<file path="config.mk">
export PLATFORM = sky130hd
export DESIGN_NAME = select_pulse_decoder
export DESIGN_NICKNAME = d
export VERILOG_FILES = /design/src/rtl/select_pulse_decoder_pkg.sv /design/src/rtl/select_pulse_decoder_channel.sv /design/src/rtl/select_pulse_decoder.sv
export SDC_FILE = /design/constraint.sdc
export NUM_CORES = 1
export LEC_CHECK = 0
export ABC_CLOCK_PERIOD_IN_PS = 830
export BUFFER_PORTS_ARGS = -buffer_cell sky130_fd_sc_hd__buf_2
export CAP_MARGIN = 0
export CORE_MARGIN = 1
export CORE_UTILIZATION = 39
export DETAILED_ROUTE_END_ITERATION = 16
export GPL_ROUTABILITY_DRIVEN = 0
export PLACE_DENSITY_LB_ADDON = 0.05
export SLEW_MARGIN = 25
export SYNTH_ARGS = -nofsm -noshare
export SYNTH_HDL_FRONTEND = slang
export SYNTH_SLANG_ARGS = --single-unit
export TNS_END_PERCENT = 50
</file>
<file path="constraint.sdc">
create_clock -name clk -period 0.83 [get_ports clk]
set_input_delay 0.083 -clock clk [delete_from_list [all_inputs] [get_ports clk]]
set_output_delay 0.083 -clock clk [all_outputs]
set_load 0.01 [all_outputs]
</file>
<file path="src/rtl/select_pulse_decoder_pkg.sv">
// Shared types and helpers for the select pulse decoder.
package select_pulse_pkg;

  typedef enum logic [1:0] {
    S_IDLE  = 2'd0,
    S_PULSE = 2'd1,
    S_GAP   = 2'd2
  } state_t;

  // Width of a down-counter able to hold max(pulse, gap) cycles.
  function automatic int unsigned cnt_width(input int pulse_cycles, input int gap_cycles);
    int m;
    m = (pulse_cycles > gap_cycles) ? pulse_cycles : gap_cycles;
    return (m < 1) ? 1 : $clog2(m + 1);
  endfunction

endpackage

</file>
<file path="src/rtl/select_pulse_decoder_channel.sv">
// One decoder channel: handshake, latched code, pulse/gap timing, decode and mask.
module select_pulse_channel
  import select_pulse_pkg::*;
#(
  parameter int SEL_WIDTH    = 2,
  parameter int PULSE_CYCLES = 1,
  parameter int GAP_CYCLES   = 1
) (
  input  logic                       clk,
  input  logic                       rst,
  input  logic                       enable_n,
  input  logic                       req,
  input  logic [SEL_WIDTH-1:0]       sel,
  output logic                       ready,
  output logic [0:(2**SEL_WIDTH)-1]  out_n,
  output logic                       done
);

  localparam int OUTS       = 2**SEL_WIDTH;
  localparam int CW         = cnt_width(PULSE_CYCLES, GAP_CYCLES);
  localparam int GAP_LOAD_I = (GAP_CYCLES > 0) ? GAP_CYCLES - 1 : 0;
  localparam logic [CW-1:0] PULSE_LOAD = CW'(PULSE_CYCLES - 1);
  localparam logic [CW-1:0] GAP_LOAD   = CW'(GAP_LOAD_I);

  if (PULSE_CYCLES < 1 || GAP_CYCLES < 0) begin : g_param_check
    $error("select_pulse_channel: PULSE_CYCLES must be >= 1 and GAP_CYCLES >= 0");
  end

  state_t               state;
  logic [CW-1:0]        cnt;
  logic [SEL_WIDTH-1:0] code;
  logic [0:OUTS-1]      dec_n;

  // Counter holds remaining cycles minus one; zero is the terminal count.
  always_ff @(posedge clk) begin
    if (rst) begin
      state <= S_IDLE;
      cnt   <= '0;
      code  <= '0;
      done  <= 1'b0;
    end else begin
      done <= 1'b0;
      unique case (state)
        S_IDLE: begin
          if (req) begin
            state <= S_PULSE;
            cnt   <= PULSE_LOAD;
            code  <= sel;
          end
        end
        S_PULSE: begin
          if (cnt == '0) begin
            done <= 1'b1;
            if (GAP_CYCLES == 0) begin
              state <= S_IDLE;
            end else begin
              state <= S_GAP;
              cnt   <= GAP_LOAD;
            end
          end else begin
            cnt <= cnt - 1'b1;
          end
        end
        S_GAP: begin
          if (cnt == '0) state <= S_IDLE;
          else           cnt   <= cnt - 1'b1;
        end
        default: state <= S_IDLE;
      endcase
    end
  end

  // Decode from registered state and code only, so sel cannot glitch the outputs.
  always_comb begin
    dec_n = '1;
    if (state == S_PULSE) dec_n[code] = 1'b0;
  end

  assign ready = (state == S_IDLE);
  assign out_n = dec_n | {OUTS{enable_n}};

endmodule

</file>
<file path="src/rtl/select_pulse_decoder.sv">
// Multi-channel registered select pulse decoder; channels are independent.
module select_pulse_decoder
  import select_pulse_pkg::*;
#(
  parameter int SEL_WIDTH    = 2,
  parameter int CHANNELS     = 2,
  parameter int PULSE_CYCLES = 1,
  parameter int GAP_CYCLES   = 1
) (
  input  logic                                  clk,
  input  logic                                  rst,
  input  logic [CHANNELS-1:0]                   enable_n,
  input  logic [CHANNELS-1:0]                   req,
  output logic [CHANNELS-1:0]                   ready,
  input  logic [CHANNELS*SEL_WIDTH-1:0]         sel,
  output logic [0:CHANNELS*(2**SEL_WIDTH)-1]    out_n,
  output logic [CHANNELS-1:0]                   done
);

  localparam int OUTS = 2**SEL_WIDTH;

  for (genvar c = 0; c < CHANNELS; c++) begin : g_ch
    select_pulse_channel #(
      .SEL_WIDTH   (SEL_WIDTH),
      .PULSE_CYCLES(PULSE_CYCLES),
      .GAP_CYCLES  (GAP_CYCLES)
    ) u_ch (
      .clk     (clk),
      .rst     (rst),
      .enable_n(enable_n[c]),
      .req     (req[c]),
      .sel     (sel[c*SEL_WIDTH +: SEL_WIDTH]),
      .ready   (ready[c]),
      .out_n   (out_n[c*OUTS +: OUTS]),
      .done    (done[c])
    );
  end

endmodule

</file>
==> results.py <==
metrics = {
    "outcome": {
        "status": "complete, but fails checks",
        "violations": "setup timing",
    },
    "floorplan": {
        "die_height_um": 38.4,
        "start_util_pct": 44.0,
        "die-area_um2": 1470,
        "core_area_um2": 1170,
        "rows": 12,
        "die_w_um": 38.4,
        "ios": 22,
    },
    "worst_setup_path": {
        "cp_data_required_time_ns": 0.75,
        "reg2reg_depth": 3,
        "critPathMaxFanout": 4,
        "critPathMaxStageDelay_ns": 0.36,
        "worstSetupEndpointType": "output port",
        "path_cells": "nor3b_4, nand2_1, buf_2",
        "critPathLaunchType": "register",
        "r2r_slack_ns": -0.17,
        "critPathKind": "reg2out",
        "r2r-end": "g_ch[1].u_ch.code[0]",
        "reg2reg_from": "g_ch[1].u_ch.state[0]",
        "cp_slowest_cell": "dfxtp_4",
        "cp_data_arrival_time_ns": 1.02,
    },
    "synth": {
        "yosys.area.top_type": "dfxtp_1",
        "synth_edf_count": 0,
        "ys_ff_latch": 10,
        "synth.top_cell.area_share_pct": 38.8,
        "yosys_warnings": 0,
        "ys_top_cells_by_count": "10 x dfxtp_1, 8 x nand2_1, 6 x nor3b_1, 5 x buf_4",
        "ys_async_sr_fraction_pct": 0,
        "yosysSeqAreaShare_pct": 38.8,
        "synth_fp_nets": 63,
        "avgSynthCellArea_um2": 9.73,
        "ys_types": 13,
        "synthesis.area_um2": 515,
        "yosys-top-cells-area": "dfxtp_1 39%, nor3b_1 8.7%, mux2i_1 7.8%",
        "yosysMostFrequentCell": "dfxtp_1",
        "synth_cells": 53,
        "yosys_most_used_dff": "dfxtp_1",
    },
    "placed_design": {
        "port_buffers": 21,
        "dp.cells": 89,
        "place_ws_ns": -0.135,
    },
    "hold_path": {
        "whs_endpoint": "g_ch[1].u_ch.code[0]",
        "hold_path.class": "in2reg",
        "min-delay-start": "sel[2]",
        "hold_path_depth": 3,
    },
    "pwr": {
        "leakagePower_uw": 0.000343,
        "ir_drop_v": 0.00132,
        "power_density_nw_per_um2": 1510,
        "power.switching_uw": 263,
        "internal-power_uw": 895,
        "pwr-share-comb_pct": 17.8,
        "p_sw_share_pct": 22.7,
        "p_seq_share_pct": 45.7,
        "p_total_uw": 1160,
        "p_clk_share_pct": 36.6,
    },
    "sta": {
        "setup_viol": 16,
        "worst_pin_slew_ns": 0.233,
        "max_slew_margin_pct": 84.4,
        "min_period_over_period_pct": 133,
        "final_hold_viol_count": 0,
        "tns_ns": -3.30,
        "setup_slack_ns": -0.276,
        "slew_viol_final": 0,
        "fin_worst_skew_ns": 0.00338,
        "max_freq_ghz": 0.904,
        "layout_min_cycle_time_ns": 1.11,
        "rsz0062_at_grt": "yes",
    },
    "clock_tree": {
        "tritoncts": "built",
        "cts-buffers-inserted": 3,
        "path_clk_slew_ns": 0.06,
        "cts_buffer_depth": 2,
        "worst_skew_pair.late_latency_ns": 0.26,
        "cts_hold_buffers": 0,
        "cts-root-buf": "clkbuf_4",
        "cts_max_level": 1,
        "clock-sinks": 10,
    },
    "route": {
        "vias_per_cell": 4.63,
        "ant_nets": 0,
        "drt_pre_antenna_iters": 3,
        "drt_iter0_drc": 4,
        "routed_wl_um": 943,
        "drc": 0,
        "num_vias": 449,
        "wl_per_cell_um": 9.72,
    },
    "cells_and_area": {
        "fillers": 107,
        "drive_above_1_share_pct": 62.7,
        "syn_to_final_growth_pct": 49.0,
        "final_cell_count_no_fill": 97,
        "n_antenna_cell": 0,
        "nNetsFinal": 94,
    },
    "flow_run": {
        "drv_cap": 0,
    },
    "global_route": {
        "grt_antenna_before_repair": 0,
        "grt_max_degree": 15,
        "track_usage_pct": 15.6,
        "grt_pass1_wl_mm": 1.51,
        "first_global_vias": 366,
        "gr-total-overflow": 0,
    },
}
## worst max-delay path: cells and delay by family, from the launching register on
kind                   cells  cell delay, ns
buffers and inverters      1            0.14
and+or+nand+nor            2            0.27
DFF                        1            0.36
## kinds of logic after synthesis
group	count (synthesis)	synth area share, %
buf+inv	5	7.28
flops	10	38.8
mux	4	7.77
simple gates	34	46.1
## what timing repair did
item,in CTS,in global routing
resized for setup,16,3
setup endpoints to repair,16,16
buffers inserted,4,0
pin swaps,5,3
## power by group through the flow
stage	registers [µW]	logic, µW	clock network (µW)
2_1_floorplan	542	118	0
3_3_place_gp	543	173	0
3_5_place_dp	544	173	0
4_1_cts	529	204	447
5_1_grt	534	224	471
6_report	529	206	423
## sequential cells by signal, indices dropped and copies added (netlist names)
| register | cells |
|---|---|
| g_ch.u_ch.state | 4 |
| g_ch.u_ch.done | 2 |
| g_ch.u_ch.code | 4 |
## worst max-delay path by stage
stage	start	endpoint	slack (ns)	depth (start not counted)
3_5_place_dp	g_ch[1].u_ch.state[0]	out_n[4]	-0.13	3
6_report	g_ch[1].u_ch.state[0]	out_n[4]	-0.28	3
5_1_grt	g_ch[1].u_ch.state[0]	out_n[6]	-0.34	3
3_3_place_gp	g_ch[1].u_ch.state[0]	out_n[6]	-0.13	3
4_1_cts	g_ch[0].u_ch.state[1]	out_n[1]	-0.28	3
2_1_floorplan	g_ch[0].u_ch.state[0]	out_n[0]	-0.009	2
## layer usage
layer,up-vias,share of wire (%),GRT usage (%)
li1,230,-,-
met1,207,45,16.3
met2,12,50,27.5
met3,0,4.7,8.72
met4,0,0,2.59
met5,-,0,0
## area by class of cell
| class | instances | area [µm²] | area share, % |
|---|---|---|---|
| clock buffers | 4 | 36.3 | 4.72 |
| multi-input cells | 38 | 303 | 39.4 |
| flip-flops and latches | 10 | 220 | 28.7 |
| well taps | 14 | 17.5 | 2.28 |
| repair buffers | 31 | 191 | 24.9 |
## through the flow
step	instance area, µm²	util, %	hold WS, ns
final	768	65.6	0.0742
after global routing	768	65.6	0.0931
after CTS	759	64.9	0.0652
after detailed placement	646	55.1	0.355
after global placement	646	55.1	0.358
after floorplan	515	-	0.238
## cells in the final DEF (no fill, tap or decap)
master    count
nor2_2        1
or2b_2        2
nand2_1       8
buf_2        21
dfxtp_2       1
nor3b_1       4
nand2b_1      4
dfxtp_1       4
and2b_2       2
nor2_1        3
clkbuf_8      1
mux2i_1       4
clkbuf_4      3
nand2b_2      2
and3b_1       2
buf_6         3
nor3b_4       4
buf_4         7
and2b_1       2
dfxtp_4       5
Note: power is estimated with default switching activity, not from simulation.
